### config.mk
export PLATFORM = sky130hd
export DESIGN_NAME = sa_pe_sequencer
export DESIGN_NICKNAME = d
export VERILOG_FILES = /design/src/rtl/sa_pe_sequencer_pkg.sv /design/src/rtl/sa_seq_counter.sv /design/src/rtl/sa_pe_sequencer.sv
export SDC_FILE = /design/constraint.sdc
export NUM_CORES = 1
export LEC_CHECK = 0
export BUFFER_PORTS_ARGS = -buffer_cell sky130_fd_sc_hd__buf_2
export CAP_MARGIN = 10
export CELL_PAD_IN_SITES_DETAIL_PLACEMENT = 0
export CELL_PAD_IN_SITES_GLOBAL_PLACEMENT = 2
export CORE_AREA = 2 2 68 70
export DETAILED_ROUTE_END_ITERATION = 8
export DIE_AREA = 0 0 70 72
export HOLD_SLACK_MARGIN = 0.06
export PLACE_DENSITY = 0.79
export SLEW_MARGIN = 10
export SYNTH_ARGS = -nofsm -noshare
export SYNTH_HDL_FRONTEND = slang
export SYNTH_SLANG_ARGS = --single-unit
### constraint.sdc
create_clock -name en_clk -period 5.53 [get_ports en_clk]
set_clock_uncertainty 0.2 [all_clocks]
set_input_delay 0.553 -clock en_clk [delete_from_list [all_inputs] [get_ports en_clk]]
set_output_delay 0.553 -clock en_clk [all_outputs]
set_load 0.01 [all_outputs]
### src/rtl/sa_pe_sequencer_pkg.sv
// Shared FSM state type and encodings for the PE-array sequencer.
package sa_pe_sequencer_pkg;

  localparam logic [2:0] ST_IDLE_ENC   = 3'd0;
  localparam logic [2:0] ST_LOAD_ENC   = 3'd1;
  localparam logic [2:0] ST_LATCH_ENC  = 3'd2;
  localparam logic [2:0] ST_STREAM_ENC = 3'd3;
  localparam logic [2:0] ST_DONE_ENC   = 3'd4;

  typedef enum logic [2:0] {
    S_IDLE   = ST_IDLE_ENC,
    S_LOAD   = ST_LOAD_ENC,
    S_LATCH  = ST_LATCH_ENC,
    S_STREAM = ST_STREAM_ENC,
    S_DONE   = ST_DONE_ENC
  } sa_state_e;

endpackage

### src/rtl/sa_seq_counter.sv
// Loadable down-counter with hold; saturates at zero. Load wins over hold, 1-cycle update latency.
module sa_seq_counter #(
  parameter int W = 8
) (
  input  logic         en_clk,
  input  logic         rst_n,
  input  logic         i_load,
  input  logic         i_hold,
  input  logic [W-1:0] i_load_val,
  output logic [W-1:0] o_cnt,
  output logic         o_zero
);

  logic [W-1:0] r_cnt;

  always_ff @(posedge en_clk or negedge rst_n) begin
    if (!rst_n) begin
      r_cnt <= '0;
    end else if (i_load) begin
      r_cnt <= i_load_val;
    end else if (!i_hold && (r_cnt != '0)) begin
      r_cnt <= r_cnt - W'(1);
    end
  end

  assign o_cnt  = r_cnt;
  assign o_zero = (r_cnt == '0);

endmodule

### src/rtl/sa_pe_sequencer.sv
// PE-array job sequencer (LOAD/LATCH/STREAM/DONE); registered outputs appear the cycle after start.
// Define SA_SEQ_STALL_EN to let stall insert bubble cycles; otherwise stall is ignored.
module sa_pe_sequencer
  import sa_pe_sequencer_pkg::*;
#(
  parameter int ROWS   = 4,
  parameter int COLS   = 4,
  parameter int LEN_BW = 8
) (
  input  logic              en_clk,
  input  logic              rst_n,
  input  logic              start,
  input  logic [LEN_BW-1:0] cfg_len,
  input  logic              stall,
  output logic              pe_en,
  output logic              str_en,
  output logic              mul_en,
  output logic              w_req,
  output logic              f_req,
  output logic              res_valid,
  output logic              busy,
  output logic              done,
  output logic              err
);

  localparam int CW = LEN_BW + $clog2(COLS) + 1;
  localparam logic [CW-1:0] ROWS_M1 = CW'(ROWS - 1);
  localparam logic [CW-1:0] COLS_M1 = CW'(COLS - 1);

  sa_state_e         r_state;
  logic [LEN_BW-1:0] r_len;
  logic              r_frozen;
  logic              r_pe_en, r_str_en, r_mul_en, r_w_req, r_f_req;
  logic              r_res_valid, r_busy, r_done, r_err;

  logic              w_stall, w_freeze, w_accept;
  logic              w_cnt_load, w_cnt_hold, w_cnt_zero;
  logic [CW-1:0]     w_cnt_val, w_cnt;

`ifdef SA_SEQ_STALL_EN
  assign w_stall = stall;
`else
  logic w_unused_stall;
  assign w_unused_stall = stall;
  assign w_stall        = 1'b0;
`endif

  assign w_freeze = w_stall &&
                    (r_state == S_LOAD || r_state == S_LATCH || r_state == S_STREAM);
  assign w_accept = (r_state == S_IDLE) && start && (cfg_len != '0);

  // One counter times both phases: ROWS-1 on accept, len+COLS-2 when leaving LATCH.
  assign w_cnt_load = w_accept || (r_state == S_LATCH && !w_freeze);
  assign w_cnt_val  = w_accept ? ROWS_M1 : (CW'(r_len) + COLS_M1 - CW'(1));
  assign w_cnt_hold = w_freeze || !(r_state == S_LOAD || r_state == S_STREAM);

  sa_seq_counter #(.W(CW)) u_cnt (
    .en_clk     (en_clk),
    .rst_n      (rst_n),
    .i_load     (w_cnt_load),
    .i_hold     (w_cnt_hold),
    .i_load_val (w_cnt_val),
    .o_cnt      (w_cnt),
    .o_zero     (w_cnt_zero)
  );

  always_ff @(posedge en_clk or negedge rst_n) begin
    if (!rst_n) begin
      r_state     <= S_IDLE;
      r_len       <= '0;
      r_frozen    <= 1'b0;
      r_pe_en     <= 1'b0;
      r_str_en    <= 1'b0;
      r_mul_en    <= 1'b0;
      r_w_req     <= 1'b0;
      r_f_req     <= 1'b0;
      r_res_valid <= 1'b0;
      r_busy      <= 1'b0;
      r_done      <= 1'b0;
      r_err       <= 1'b0;
    end else begin
      r_pe_en     <= 1'b0;
      r_str_en    <= 1'b0;
      r_w_req     <= 1'b0;
      r_f_req     <= 1'b0;
      r_done      <= 1'b0;
      r_err       <= 1'b0;
      r_frozen    <= 1'b0;
      r_res_valid <= (r_state == S_STREAM) && !r_frozen;
      // A frozen cycle is a bubble: state, mul_en and busy keep their values.
      if (w_freeze) begin
        r_frozen <= 1'b1;
      end else begin
        case (r_state)
          S_IDLE: begin
            r_mul_en <= 1'b0;
            if (start) begin
              if (cfg_len != '0) begin
                r_len   <= cfg_len;
                r_state <= S_LOAD;
                r_pe_en <= 1'b1;
                r_w_req <= 1'b1;
                r_busy  <= 1'b1;
              end else begin
                r_err <= 1'b1;
              end
            end
          end
          S_LOAD: begin
            r_pe_en <= 1'b1;
            if (w_cnt_zero) begin
              r_state  <= S_LATCH;
              r_str_en <= 1'b1;
            end else begin
              r_w_req <= 1'b1;
            end
          end
          S_LATCH: begin
            r_state  <= S_STREAM;
            r_pe_en  <= 1'b1;
            r_mul_en <= 1'b1;
            r_f_req  <= 1'b1;
          end
          S_STREAM: begin
            if (w_cnt_zero) begin
              r_state  <= S_DONE;
              r_mul_en <= 1'b0;
              r_done   <= 1'b1;
            end else begin
              r_pe_en <= 1'b1;
              r_f_req <= (w_cnt > COLS_M1);
            end
          end
          S_DONE: begin
            r_state <= S_IDLE;
            r_busy  <= 1'b0;
          end
          default: begin
            r_state  <= S_IDLE;
            r_busy   <= 1'b0;
            r_mul_en <= 1'b0;
          end
        endcase
      end
    end
  end

  assign pe_en     = r_pe_en;
  assign str_en    = r_str_en;
  assign mul_en    = r_mul_en;
  assign w_req     = r_w_req;
  assign f_req     = r_f_req;
  assign res_valid = r_res_valid;
  assign busy      = r_busy;
  assign done      = r_done;
  assign err       = r_err;

endmodule

Word-level counts from Yosys, hierarchy flattened
Index checks and enable logic that the tools add are counted.

Flip-flop bits (word level): 31. Input bits: 12. Output and inout port bits: 9. Logic and storage cells: 69.

Add/subtract/negate cells: 3. Order comparisons: 1. Eq/ne operators: 8. Muxes and demuxes: 26. Bitwise gates (word level): 2. Reductions and logical operators: 17.

Operator list (number): $mux 11 (3); $mux 1 (13); $mux 3 (4); $pmux 3 s4 (1); $gt 11x2->1 const B (1); $logic_not 11->1 (1); $reduce_bool 11->1 (1); $sub 11x1->11 const B (1); $sub 9x1->10 const B (1); $add 8x2->9 const B (1); $reduce_bool 8->1 (1); $eq 3x2->1 const B (2); $ne 2x1->1 const B (3); $pmux 1 s2 (3); $pmux 1 s3 (2); $reduce_and 3->1 (2); $reduce_and 4->1 (1); $reduce_or 2->1 (2); $eq 3x1->1 const B (1); $eq 3x3->1 const B (1); $logic_and 1x1->1 (3); $logic_not 3->1 (1); $reduce_or 3->1 (1); $logic_or 1x1->1 (2); 4 further kinds (5).

Logic depth before layout (Yosys ltp)
Depth in word-level cells: 5. Depth in mapped cells: 7. Mapped depth without buffers: 7.

Cells and area by module
From an unflattened synthesis, not the netlist that was laid out.

Cells, all modules: 174. Area total of the unflattened synthesis: 1715.4 sq um.

Modules (own cells, without submodules): sa_pe_sequencer (instances 1, cells each 93, area an instance 1021.0 sq um, seq. area each 500.5 sq um); sa_seq_counter (instances 1, cells each 81, area an instance 694.4 sq um, seq. area each 275.3 sq um).

Worst setup path before layout
No wires, ideal clock.

Path kind: reg2reg. From: reg u_cnt.r_cnt[0] (netlist: u_cnt.o_cnt[0]). To: reg r_pe_en (netlist: pe_en). Setup time: 0.143 ns. Data arrival time: 1.880 ns. Data required time: 5.187 ns. Path slack: 3.307 ns. Cell stages (with the launch flop): 8. Buffers on the path: 0. Clock period less this slack: 2.223 ns. Cell sequence: dfrtp_1 > inv_1 > ha_1 > or4b_2 > nor4_1 > nand2_1 > mux2i_1 > o21ai_0.

Cells in the longest elaborated chain, start to end: 3.

RTL lines: start, declared (line sa_seq_counter.sv:14) `logic [W-1:0] r_cnt;`; start signal, assigned (line sa_seq_counter.sv:20) `r_cnt <= i_load_val;`; start signal, assigned (line sa_seq_counter.sv:22) `r_cnt <= r_cnt - W'(1);`; $logic_not 11->1 (line sa_seq_counter.sv:27) `assign o_zero = (r_cnt == '0);`; $mux 1 (line sa_pe_sequencer.sv:125) `if (w_cnt_zero) begin`; $pmux 1 s3 (line sa_pe_sequencer.sv:94) `case (r_state)`; end signal, assigned (line sa_pe_sequencer.sv:101) `r_pe_en <= 1'b1;`; end signal, assigned (line sa_pe_sequencer.sv:120) `r_pe_en <= 1'b1;`; end signal, assigned (line sa_pe_sequencer.sv:130) `r_pe_en <= 1'b1;`; end, declared (line sa_pe_sequencer.sv:33) `logic r_pe_en, r_str_en, r_mul_en, r_w_req, r_f_req;`.

No other way between the ends. A chain may end at the register's enable or synchronous reset.

Worst setup path after layout
Ends and elaborated chain as after synthesis.

==> impl.org <==
** Critical path
- Of all nets on the critical path, the largest fanout is 4.
- In this run the critical register-to-register path is launched from u_cnt.o_cnt[0].
- Tracing the worst setup path back leads to its startpoint at u_cnt.o_cnt[0].
- Worst EP arrival :: ~2.5 ns
- Worst Setup Start Kind :: flip-flop
- Data required time at the worst endpoint :: approximately 5.5 ns
- Critical Path Sink Type :: flip-flop
- Class of the most critical setup path :: reg -> reg

** Power
- Static power due to leakage :: between 0.8 and 0.9 nW
- Peak VDD IR :: approximately 0.00015 V
- In this run the power density over the cells is between 200 and 300 nW/um^2.

** Clock network
- Buffer cell driving the clock tree root :: sky130_fd_sc_hd__clkbuf_8
- Post-CTS setup repair buffer count :: 0
- Cts hold-fix bufs :: 0
- In this run the deepest clock path goes through 2 buffers.
- In this run, CTS created clock tree buffers numbering 5.
- Resize count post-CTS :: 0
- The clock reaches the later pin of the worst-skew pair after ~0.29 ns.
- TritonCTS built the clock tree.
- TritonCTS sink count :: 31
- After clock tree synthesis, the clock-pin slew on the worst setup and hold paths is about 0.07 ns.
- The H-tree was split into 2 levels.

** Global routing
- Entering global routing, the biggest net connects 32 pins.
- The number of antenna violations at the first check in global routing was 0.
- Across every metal layer, demand over resource in global routing totals ~15%.
- Global routing finished with a remaining overflow of 0.
- The number of global-route vias before repair is roughly 1200.
- The first global-routing pass estimated 5.692 mm of wire.

** Finish
- Fill cells in the final layout number approximately 430.
- The area growth from synthesis to layout is 15.10%.
- Fraction of final layout cells sized beyond drive strength 1 :: 22.86%
- Most frequent standard cell in the layout excluding fill and tap cells :: sky130_fd_sc_hd__dfrtp_1
- Net count of the finished layout :: 190
- Finished Core Util :: 43.40%
- The top cell types in the final layout, fill and taps aside, are 31 x sky130_fd_sc_hd__dfrtp_1, 19 x sky130_fd_sc_hd__buf_2, 13 x sky130_fd_sc_hd__nor2_1.
- Antenna cells :: 0
- With fillers left out, the area of the finished cells amounts to between 1500 and 2000 um^2.

** Route
- The detailed router placed ~1200 vias in this run.
- The first routing iteration left 52 violations.
- After detailed routing, the number of vias per cell comes to about 5.4.
- After detailed routing, the number of remaining DRC violations is 0.
- In the final routed layout, each cell accounts on average for between 10 and 15 um.
- The final layout contains routed wiring with a total length of 3.290 mm.
- The detail route stage leaves a number of antenna-violating nets equal to 0.
- Before antenna repair, the detailed router went through 4 iterations.

** Flow run
- Across the run, the number of max-cap violations was 0.

** Yosys
- Post-synthesis async set-or-reset flop share :: 100.0%
- Counting flops and latches in the post-synthesis netlist gives 31.
- Number of distinct library cell variants in the gate-level netlist after synthesis :: 44
- For this run, the number of Yosys warnings is 0.
- The number of nets in the synthesized netlist is 170.
- The cell area that synthesis handed to floorplanning was roughly 1600 um^2.
- In this run, synthesis inferred 0 flip-flops with an integrated enable.
- Synthesized area per cell :: about 10 um^2
- Cell count after synthesis :: about 150
- The most used flip-flop cell after synthesis is sky130_fd_sc_hd__dfrtp_1.
- Sequential-to-total area share from yosys stat :: 48.25%

** Timing
- For the finished layout, the period the worst path requires is between 2 and 3 ns.
- Headroom to the max-slew limit :: 54.23%
- Count of endpoints failing hold in the final timing report :: 0
- Summed over all failing endpoints, the final setup total negative slack is 0 ns.
- Achievable clock frequency :: 392.8 MHz
- In the finished design, the share of the clock period the worst path needs comes to a little under half.
- Setup slack of the critical path after layout :: approximately 3 ns
- At the pin with the least slew margin, the transition time is between 0.6 and 0.7 ns.
- Setup repair after global routing missed its margin :: no
- Final number of setup-violating endpoints :: 0
- Pins Over Slew Limit :: 0

** Die
- Die ar. :: just over 5000 um^2
- Placeable core region :: between 4000 and 5000 um^2
- Die width :: approximately 70 um
- Die height :: just over 70 um
- Once the floorplan was initialized, standard cells occupied a little under two fifths of the core.
- Row count :: 24
- Number of primary I/O pins :: 21

** Place
- PortBufs :: 19
- Detailed-placement wirelength estimate :: 2.384 mm
- Prior to clock tree synthesis, the placed netlist has a worst setup slack of a little under 3 ns.
- In this run the cell area measured after placement is roughly 1700 um^2.
- The congestion estimate from routability-driven global placement came to 0.7603.

** Status
- Run status :: finished clean

** Min path
- In this run the worst hold path is classified as in -> async.
cell type report:
cell class / count / area [um^2] / share of cell area [%]
Sequential cell: 31 / 775.7 / 41.92
Multi-Input combinational cell: 111 / 774.5 / 41.85
Timing Repair Buffer: 19 / 95.09 / 5.139
Clock buffer: 6 / 82.58 / 4.462
Tap cell: 52 / 65.06 / 3.516
Clock inverter: 2 / 35.03 / 1.893
Inverter: 6 / 22.52 / 1.217
per-stage QoR:
step	instances	total power, mW	hold slack, ns
after floorplan	154	0.2326	0.05741
after global placement	219	0.2417	0.2802
after detailed placement	219	0.2421	0.2912
after CTS	227	0.4735	0.1361
after global routing	227	0.4885	0.1684
final	227	0.4684	0.1033
synthesized netlist by cell type, types with 2 or more instances:
master | number | area share (%)
sky130_fd_sc_hd__nand2_1 | 8 | 1.9
sky130_fd_sc_hd__nor3b_1 | 3 | 1.4
sky130_fd_sc_hd__nand3_1 | 7 | 2.2
sky130_fd_sc_hd__and3_1 | 2 | 0.78
sky130_fd_sc_hd__and2_1 | 3 | 1.2
sky130_fd_sc_hd__a21oi_1 | 5 | 1.6
sky130_fd_sc_hd__nor2_1 | 13 | 3.0
sky130_fd_sc_hd__nor4_1 | 6 | 2.3
sky130_fd_sc_hd__nand2b_1 | 4 | 1.6
sky130_fd_sc_hd__xnor2_1 | 7 | 3.8
sky130_fd_sc_hd__o22ai_1 | 2 | 0.78
sky130_fd_sc_hd__o21ai_0 | 7 | 2.2
sky130_fd_sc_hd__ha_1 | 4 | 3.1
sky130_fd_sc_hd__nor3_1 | 3 | 0.93
sky130_fd_sc_hd__o211ai_1 | 2 | 0.93
sky130_fd_sc_hd__clkbuf_1 | 3 | 0.70
sky130_fd_sc_hd__dfrtp_1 | 31 | 48
sky130_fd_sc_hd__xor2_1 | 5 | 2.7
sky130_fd_sc_hd__a211oi_1 | 3 | 1.4
sky130_fd_sc_hd__inv_1 | 6 | 1.4
sky130_fd_sc_hd__mux2_2 | 7 | 4.9
sequential cells by signal (all words and copies together), names as in the netlist:
name         count
res_valid        1
done             1
f_req            1
pe_en            1
w_req            1
err              1
r_len            8
mul_en           1
u_cnt.o_cnt     11
str_en           1
r_state          3
busy             1
worst paths after layout:
path                             endpoint  slack [ns]  cells past startpoint
max in group asynchronous            busy        4.58                      1
min in group en_clk              r_len[6]        0.30                      3
setup reg to reg                    pe_en        2.98                      7
hold / removal             u_cnt.o_cnt[9]        0.10                      1
setup / recovery                    pe_en        2.98                      7
hold reg to reg                      busy        0.30                      2
worst max-delay path, stage by stage (launching register included):
cell	delay, ns
sky130_fd_sc_hd__dfrtp_1	0.39
sky130_fd_sc_hd__inv_1	0.14
sky130_fd_sc_hd__ha_1	0.22
sky130_fd_sc_hd__or4b_2	0.59
sky130_fd_sc_hd__nor4_1	0.45
sky130_fd_sc_hd__nand2_1	0.17
sky130_fd_sc_hd__mux2i_1	0.15
sky130_fd_sc_hd__o21ai_0	0.08
routing by layer:
metal | vias to the layer above | global-route usage [%] | share of wire (%)
li1 | 594 | - | -
met1 | 592 | 19.15 | 50
met2 | 27 | 23.60 | 45
met3 | 7 | 4.028 | 4.2
met4 | 0 | 4.487 | 1.4
met5 | - | 0 | 0
where the power goes:
part | switching [mW] | total (mW) | internal [mW]
Combinational | 0.00662 | 0.00988 | 0.00326
Clock | 0.0856 | 0.231 | 0.146
Sequential | 0.000147 | 0.227 | 0.227
Total | 0.0923 | 0.468 | 0.376
cell families after synthesis:
logic type	count (synthesis)	share of synthesized area (%)
buf+inv	12	3.579
flops	31	48.25
mux	8	5.526
compound gates	30	13.15
fa+ha+maj	4	3.113
simple gates	57	19.84
xor+xnor	12	6.537
Note: power is estimated with default switching activity, not from simulation.
